===== src/rtl/muldiv_unit.sv =====
// Iterative RV32M multiply/divide unit: shift-add multiply and restoring divide,
// one bit per clock on operand magnitudes, with sign fix-up on completion.
module muldiv_unit #(
    parameter int WIDTH = 32,
    parameter int TAG_W = 5
) (
    input  logic             clk,
    input  logic             reset,
    input  logic             flush,
    input  logic             in_valid,
    output logic             in_ready,
    input  logic [2:0]       op,
    input  logic [WIDTH-1:0] a,
    input  logic [WIDTH-1:0] b,
    input  logic [TAG_W-1:0] tag_in,
    output logic             out_valid,
    input  logic             out_ready,
    output logic [WIDTH-1:0] result,
    output logic [TAG_W-1:0] tag_out,
    output logic             busy
);

    localparam int CNT_W = $clog2(WIDTH);

    typedef enum logic [1:0] {
        S_IDLE,
        S_CALC,
        S_DONE
    } state_t;

    typedef enum logic [2:0] {
        OP_MUL    = 3'b000,
        OP_MULH   = 3'b001,
        OP_MULHSU = 3'b010,
        OP_MULHU  = 3'b011,
        OP_DIV    = 3'b100,
        OP_DIVU   = 3'b101,
        OP_REM    = 3'b110,
        OP_REMU   = 3'b111
    } op_t;

    state_t             state_q, state_d;
    logic [CNT_W-1:0]   count_q, count_d;
    op_t                op_q, op_d;
    logic               neg_q, neg_d;
    logic [WIDTH-1:0]   hi_q, hi_d;
    logic [WIDTH-1:0]   lo_q, lo_d;
    logic [WIDTH-1:0]   opnd_q, opnd_d;
    logic [TAG_W-1:0]   tag_q, tag_d;
    logic [WIDTH-1:0]   result_q, result_d;
    logic [TAG_W-1:0]   tag_out_q, tag_out_d;

    // Request decode: signedness, magnitudes and the two shortcut cases.
    op_t              op_in;
    logic             a_signed, b_signed, a_neg, b_neg;
    logic [WIDTH-1:0] a_mag, b_mag;
    logic             div_by_zero, div_overflow;

    always_comb begin
        op_in        = op_t'(op);
        a_signed     = (op_in == OP_MULH) || (op_in == OP_MULHSU) ||
                       (op_in == OP_DIV)  || (op_in == OP_REM);
        b_signed     = (op_in == OP_MULH) || (op_in == OP_DIV) || (op_in == OP_REM);
        a_neg        = a_signed && a[WIDTH-1];
        b_neg        = b_signed && b[WIDTH-1];
        a_mag        = a_neg ? -a : a;
        b_mag        = b_neg ? -b : b;
        div_by_zero  = op_in[2] && (b == '0);
        div_overflow = ((op_in == OP_DIV) || (op_in == OP_REM)) &&
                       (a == {1'b1, {(WIDTH-1){1'b0}}}) && (b == '1);
    end

    // One iteration of each algorithm; hi/lo hold {product} or {remainder, quotient}.
    logic [WIDTH:0]     mul_sum;
    logic [WIDTH-1:0]   mul_hi_nx, mul_lo_nx;
    logic [WIDTH:0]     div_shift;
    logic               div_ge;
    logic [WIDTH-1:0]   div_hi_nx, div_lo_nx;
    logic [2*WIDTH-1:0] prod_nx, prod_fix;
    logic [WIDTH-1:0]   quo_fix, rem_fix, final_res;

    always_comb begin
        mul_sum   = {1'b0, hi_q} + (lo_q[0] ? {1'b0, opnd_q} : '0);
        mul_hi_nx = mul_sum[WIDTH:1];
        mul_lo_nx = {mul_sum[0], lo_q[WIDTH-1:1]};

        div_shift = {hi_q, lo_q[WIDTH-1]};
        div_ge    = div_shift >= {1'b0, opnd_q};
        div_hi_nx = div_ge ? (div_shift[WIDTH-1:0] - opnd_q) : div_shift[WIDTH-1:0];
        div_lo_nx = {lo_q[WIDTH-2:0], div_ge};

        prod_nx   = {mul_hi_nx, mul_lo_nx};
        prod_fix  = neg_q ? -prod_nx : prod_nx;
        quo_fix   = neg_q ? -div_lo_nx : div_lo_nx;
        rem_fix   = neg_q ? -div_hi_nx : div_hi_nx;

        if (op_q[2]) begin
            final_res = op_q[1] ? rem_fix : quo_fix;
        end else begin
            final_res = (op_q == OP_MUL) ? prod_fix[WIDTH-1:0] : prod_fix[2*WIDTH-1:WIDTH];
        end
    end

    always_comb begin
        // NOTE: every _d starts as its _q so no path through the case leaves a latch.
        state_d   = state_q;
        count_d   = count_q;
        op_d      = op_q;
        neg_d     = neg_q;
        hi_d      = hi_q;
        lo_d      = lo_q;
        opnd_d    = opnd_q;
        tag_d     = tag_q;
        result_d  = result_q;
        tag_out_d = tag_out_q;

        unique case (state_q)
            S_IDLE: begin
                count_d = '0;
                if (in_valid && !flush) begin
                    op_d   = op_in;
                    tag_d  = tag_in;
                    // REM follows the dividend's sign; everything else the xor of both.
                    neg_d  = (op_in[2] && op_in[1]) ? a_neg : (a_neg ^ b_neg);
                    hi_d   = '0;
                    lo_d   = op_in[2] ? a_mag : b_mag;
                    opnd_d = op_in[2] ? b_mag : a_mag;
                    if (div_by_zero) begin
                        result_d  = op_in[1] ? a : '1;
                        tag_out_d = tag_in;
                        state_d   = S_DONE;
                    end else if (div_overflow) begin
                        result_d  = op_in[1] ? '0 : a;
                        tag_out_d = tag_in;
                        state_d   = S_DONE;
                    end else begin
                        state_d = S_CALC;
                    end
                end
            end
            S_CALC: begin
                hi_d    = op_q[2] ? div_hi_nx : mul_hi_nx;
                lo_d    = op_q[2] ? div_lo_nx : mul_lo_nx;
                count_d = count_q + CNT_W'(1);
                if (count_q == CNT_W'(WIDTH - 1)) begin
                    result_d  = final_res;
                    tag_out_d = tag_q;
                    count_d   = '0;
                    state_d   = S_DONE;
                end
            end
            S_DONE: begin
                if (out_ready) begin
                    state_d = S_IDLE;
                end
            end
            default: state_d = S_IDLE;
        endcase

        if (flush) begin
            state_d = S_IDLE;
            count_d = '0;
        end
    end

    // NOTE: sequential state uses non-blocking assignments only.
    always_ff @(posedge clk or negedge reset) begin
        if (!reset) begin
            state_q   <= S_IDLE;
            count_q   <= '0;
            op_q      <= OP_MUL;
            neg_q     <= 1'b0;
            hi_q      <= '0;
            lo_q      <= '0;
            opnd_q    <= '0;
            tag_q     <= '0;
            result_q  <= '0;
            tag_out_q <= '0;
        end else begin
            state_q   <= state_d;
            count_q   <= count_d;
            op_q      <= op_d;
            neg_q     <= neg_d;
            hi_q      <= hi_d;
            lo_q      <= lo_d;
            opnd_q    <= opnd_d;
            tag_q     <= tag_d;
            result_q  <= result_d;
            tag_out_q <= tag_out_d;
        end
    end

    assign in_ready  = (state_q == S_IDLE);
    assign out_valid = (state_q == S_DONE);
    assign busy      = (state_q != S_IDLE);
    assign result    = result_q;
    assign tag_out   = tag_out_q;

endmodule

===== config.mk =====
export PLATFORM = sky130hd
export DESIGN_NAME = muldiv_unit
export DESIGN_NICKNAME = d
export VERILOG_FILES = /design/src/rtl/muldiv_unit.sv
export SDC_FILE = /design/constraint.sdc
export NUM_CORES = 1
export LEC_CHECK = 0
export BUFFER_PORTS_ARGS = -buffer_cell sky130_fd_sc_hd__buf_2
export CAP_MARGIN = 20
export CORE_ASPECT_RATIO = 0.6
export CORE_MARGIN = 5
export CORE_UTILIZATION = 50
export DETAILED_ROUTE_END_ITERATION = 6
export HOLD_SLACK_MARGIN = 0.08
export PLACE_DENSITY = 0.7
export SKIP_CTS_REPAIR_TIMING = 1
export SLEW_MARGIN = 20
export SYNTH_ARGS = -nofsm -noshare
export SYNTH_HDL_FRONTEND = slang
export SYNTH_SLANG_ARGS = --single-unit

===== constraint.sdc =====
create_clock -name clk -period 5.65 [get_ports clk]
set_input_delay 0.8475 -clock clk [delete_from_list [all_inputs] [get_ports clk]]
set_output_delay 0.8475 -clock clk [all_outputs]
set_load 0.01 [all_outputs]

Yosys cells after proc, flatten, opt, wreduce, memory -nomap -nowiden
Cells that the tools add are included.
{ "word_totals": {"reg_bits": 149, "latchBits": 0, "ramBits": 0, "romBits": 0, "input_bits": 77, "out_inout_bits": 40, "word_cells": 100, "n_memories": 0} }
{ "op_classes": {"add_sub_neg": 8, "mul": 0, "div_mod_pow": 0, "magnitude_cmp": 1, "eq_ne": 15, "n_shift": 0, "muxes": 41, "bitwise_logic": 1, "n_reduce_logical": 24} }
{ "op_table": {"columns": ["cell", "count"], "rows": [
  ["$mux 32", 21],
  ["$pmux 32 s2", 3],
  ["$neg 32->32", 4],
  ["$eq 32x32->1 const B", 2],
  ["$mux 64", 1],
  ["$neg 64->64", 1],
  ["$add 32x32->33", 1],
  ["$ge 33x32->1", 1],
  ["$logic_not 32->1", 1],
  ["$sub 32x32->32", 1],
  ["$mux 5", 6],
  ["$pmux 5 s2", 2],
  ["$mux 2", 6],
  ["$logic_and 1x1->1", 7],
  ["$eq 3x3->1 const B", 2],
  ["$logic_or 1x1->1", 6],
  ["$ne 3x2->1 const B", 2],
  ["$pmux 2 s3", 1],
  ["$add 5x1->5 const B", 1],
  ["$eq 5x5->1 const B", 1],
  ["$reduce_and 2->1", 2],
  ["$reduce_and 4->1", 1],
  ["$reduce_bool 2->1", 2],
  ["$eq 3x1->1 const B", 1],
  ["14 further kinds", 14]
]} }

Longest topological paths before layout
{ "logic_depth": {"depth_word": 9, "mapped_depth": 24, "depth_no_buf": 21} }

Worst setup path after synthesis
No wires, ideal clock.
{ "synth_path": {"path_kind": "register to register", "from": "reg hi_q[8]", "to": "reg result_q[28], in the netlist result[28]", "setup_time_ns": 0.129, "t_arrival_ns": 5.377, "t_required_ns": 5.521, "slack_ns": 0.143, "path_stages_with_launch": 24, "n_path_buf": 4, "synth_period_minus_slack_ns": 5.507, "cell_sequence": "dfrtp_1 > ha_1 > clkbuf_1 > nand2_1 > nor2_1 > o211ai_1 > a21oi_1 > o21ai_1 > nand2_1 > buf_1 > clkbuf_1 > clkbuf_1 > nand2_1 > o21ai_0 > ha_1 > inv_1 > a2111oi_0 > nand2b_1 > a2bb2o_1 > nand3_1 > or3_1 > mux2i_1 > and3_2 > o221ai_2"} }
{ "synth_between": {"elab_chain_len": 8, "word_cells_on_any_way": 15, "cone_classes": "5 x add/sub; 1 x order compare; 9 x mux"} }
{ "synth_lines": {"columns": ["item", "line", "source"], "rows": [
  ["start, declared", "46", "logic [WIDTH-1:0] hi_q, hi_d;"],
  ["start signal, assigned", "184", "hi_q <= hi_d;"],
  ["$sub 32x32->32 or $ge 33x32->1 (tied branches)", "89, 88", null],
  ["$mux 32", "89", "div_hi_nx = div_ge ? (div_shift[WIDTH-1:0] - opnd_q) : div_shift[WIDTH-1:0];"],
  ["$neg 32->32", "95", "rem_fix = neg_q ? -div_hi_nx : div_hi_nx;"],
  ["$mux 32", "95", null],
  ["$mux 32", "98", "final_res = op_q[1] ? rem_fix : quo_fix;"],
  ["$mux 32 *", "97", "if (op_q[2]) begin"],
  ["$mux 32 *", "145", "if (count_q == CNT_W'(WIDTH - 1)) begin"],
  ["$pmux 32 s2 *", "117", "unique case (state_q)"],
  ["end signal, assigned", "188", "result_q <= result_d;"],
  ["end, declared", "50", "logic [WIDTH-1:0] result_q, result_d;"]
]} }
Every way passes the cells marked *; elsewhere a longest branch is shown, timed or not. The select of a mux whose other input is x is not followed.
A chain may end at the register's enable or synchronous reset.

Final worst setup path
{ "layout_path": {"from": "reg hi_q[5]", "to": "reg result_q[28], in the netlist result[28]"} }
The elaborated chain is that of the path after synthesis.

==> results.tsv <==
stage	metric	value	unit
worst_setup_path	crit_path_top_delay_cell	ha_1	
final_layout	nets	2563	
cts	path_clk_slew	0.08	ns
sta	tightest_slew	1.148	ns
grt	use_met1	0.5012	
die	initial_core_util	0.5054	
synthesis	synth_cell_types	102	
final_layout	n_fill_cell	3392	
cts	cts_sinks	149	
worst_setup_path	crit_arrival	5.78	ns
final_layout	final_cell_mix	nor2_1, a21oi_1, nand2_1	
worst_setup_path	worstSetupPathType	register to register	
detailed_routing	first_pass_iters	6	
grt	track_usage	0.3435	
hold_path	hold_class	primary input to asynchronous set/reset pin	
synthesis	ys_seq_area_frac	0.2115	
cts	cts_made_buffers	17	
die	row_count	53	
worst_setup_path	r2r_slack	0.19	ns
cts	cts_max_level	4	
power_and_ir_drop	power_frac_comb	0.711	
sta	setup_viol	0	
detailed_routing	drt_iter0_markers	2914	
placement	place_hpwl	53.80	mm
placement	port_buffers	116	
sta	relSlewSlack	0.2267	
status	status	finished, final reports clean	
die	io_pins	117	
detailed_routing	post_drt_wl_per_cell	24.21	µm
synthesis	ys_seq_elements	149	
synthesis	ys_warn_count	0	
grt	grt_use_met2	0.4687	
power_and_ir_drop	seqPwrFrac	0.183	
synthesis	synth_area_leaders	dfrtp_1, a21oi_1, o21ai_0	
worst_setup_path	reg2reg_from	hi_q[5]	
detailed_routing	vias	19220	
grt	grt_antenna_before_repair	2	
cts	cts_max_path_buffers	2	
detailed_routing	post-route-drc-count	0	
worst_setup_path	r2r-end	result[28]	
worst_setup_path	path_cells	ha_1 -> a21o_1 -> a31o_2 -> a21oi_1 -> a21oi_2 -> o21ai_1 -> nand2_2 -> inv_1 -> mux2_2 -> inv_1 -> ha_1 -> inv_1 -> a2111oi_0 -> buf_4 -> nand2b_1 -> a2bb2o_1 -> nand3_1 -> or3_1 -> mux2i_1 -> and3_2 -> o221ai_2	
die	die_area	0.03924	mm²
placement	gp_congestion	1.063	
grt	grt_pass1_wl	105.6	mm
final_layout	area_growth	7.899	%
sta	final.min_clock_period	5.462	ns
worst_setup_path	worstSetupEndpointType	register	
final_layout	final_util	0.5453	
die	die_y	155.5	µm
synthesis	async_reset_ff_frac	1.000	
grt	grt-busiest-layer	met1	
worst_setup_path	crit_path_max_fanout	9	
synthesis	syn_nets	2557	
cts	cts_tree	done	
power_and_ir_drop	p_int	5.154	mW
die	coreArea	0.03488	mm²
sta	clock_skew	0.01364	ns
sta	whs	0.3331	ns
detailed_routing	routed_wl	70.09	mm
run	max-cap-violations	0	
cts	insertion_delay	0.47	ns
worst_setup_path	critPathMostFrequentCell	inv_1	
grt	grt_pass1_vias	17540	
synthesis	synth-edff-count	0	
sta	fmax	0.1831	GHz
grt	grt_max_degree	148	
synthesis	yosys.area.top_type	dfrtp_1	
detailed_routing	via_per_inst	6.639	
synthesis	synth.cell_area	0.01763	mm²
worst_setup_path	max_stage_delay	0.50	ns
power_and_ir_drop	swShare	0.5638	
final_layout	layout_commonest_cell	nor2_1	
grt	use_met3	0.1064	
synthesis	synth_area_per_cell	7.327	µm²
worst_setup_path	critical_path.startpoint_type	register	
final_layout	drive_above_1_share	0.1171	
die	fp.dieW	252.4	µm
placement	pre_cts_slack	-0.09331	ns
synthesis	synth_ff_type	dfrtp_1	
grt	overflow	0	
power_and_ir_drop	power_density	621.2	mW/mm²
synthesis	syn_inst	2406	
sta	tns	0	ns
power_and_ir_drop	p_sw	6.662	mW
synthesis	synthDominantCellAreaShare	0.2115	
power_and_ir_drop	power.leakage	7.729	nW
worst_setup_path	critPathRequiredTime	5.97	ns
power_and_ir_drop	pwr-share-clk	0.106	
cts	root_buffer	clkbuf_16	
detailed_routing	ant_nets	0	
sta	final-hold-violation-count	0	
sta	slew_violations	0	
worst_setup_path	reg2reg_depth	21	
sta	period_share	0.9667	
power_and_ir_drop	vdd_drop_max	320.5	µV
sta	setup_slack	0.1879	ns
power_and_ir_drop	finalPower	11.82	mW
==> Yosys cell counts (all sizes together), types with 16 or more instances <==
cell    number
nor3        57
nand2      222
xnor2      119
o221ai      17
nor2       269
and3        18
a21o        16
dfrtp      149
nand4       26
a211oi      93
o21ai      219
ha          72
a31oi       22
o41ai       19
clkbuf     164
nor4        23
or4         16
a21oi      241
o31ai       38
o211ai      32
nand3       56
mux2i       70
nand2b      24
or3         40
xor2        90
buf         21
inv         68
==> kinds of logic (layout without fill, tap and decap cells) <==
kind of cell,after synthesis,after routing,synth area share
AOI/OAI and AO/OA,801,801,0.2856
xor gates and xnor gates,209,209,0.1038
adders and majority gates,89,89,0.06189
buffers and inverters,255,274,0.06615
DFF,149,149,0.2115
muxes,80,80,0.04741
other,0,3,0
and+or+nand+nor,823,823,0.2236
==> sequential cells by signal, summed over array words and instances (netlist names) <==
name / flops
lo_q: 32
count_q: 5
op_q: 3
tag_q: 5
neg_q: 1
hi_q: 32
tag_out: 5
result: 32
opnd_q: 32
state_q: 2
==> stage by stage <==
| step | instances | area (µm²) |
|---|---|---|
| 5_1_grt | 2894 | 19020 |
| 6_report | 2895 | 19020 |
| 2_1_floorplan | 2406 | 17630 |
| 3_5_place_dp | 2858 | 18360 |
| 4_1_cts | 2890 | 18960 |
| 3_3_place_gp | 2858 | 18360 |
==> worst max-delay path by stage <==
stage,from,endpoint,slack (ns)
4_1_cts,hi_q[8],result[28],-0.11
3_3_place_gp,hi_q[8],result[28],0.16
2_1_floorplan,hi_q[8],result[28],0.14
5_1_grt,hi_q[5],result[22],-0.03
3_5_place_dp,hi_q[8],result[28],-0.09
6_report,hi_q[5],result[28],0.19
==> worst max-delay path: cells and delay by family, from the launching register on <==
kind            cells  cell delay (ns)
fa+ha+maj           2             0.71
compound gates      8             1.93
simple gates        5             1.18
flops               1             0.45
buf+inv             4             0.52
mux                 2             0.52
==> area by class of cell <==
class	instances	area, µm²	area share
diodes	3	7.507	0.0003947
clock buffers	18	439.2	0.02309
clock inverters	14	161.4	0.008485
inverters	70	266.5	0.01401
multi-input cells	2002	12800	0.6727
flip-flops and latches	149	3735	0.1963
well taps	467	584.3	0.03072
repair buffers	172	1032	0.05427
==> power groups by stage <==
stage	sequential [mW]	combinational, mW	clock, mW
finish	2.17	8.40	1.25
global route	2.21	8.99	1.29
CTS	2.13	8.10	1.25
detailed placement	2.15	8.06	0
global placement	2.13	7.98	0
floorplan	1.80	5.93	0
==> layer usage <==
layer | part of all wire | wire length (µm) | vias up
li1 | - | - | 8788
met1 | 0.44 | 30640 | 9142
met2 | 0.40 | 27860 | 1140
met3 | 0.13 | 8788 | 149
met4 | 0.040 | 2797 | 0
met5 | 0 | 0 | -
No activity file was read; power rests on OpenSTA's default activity.
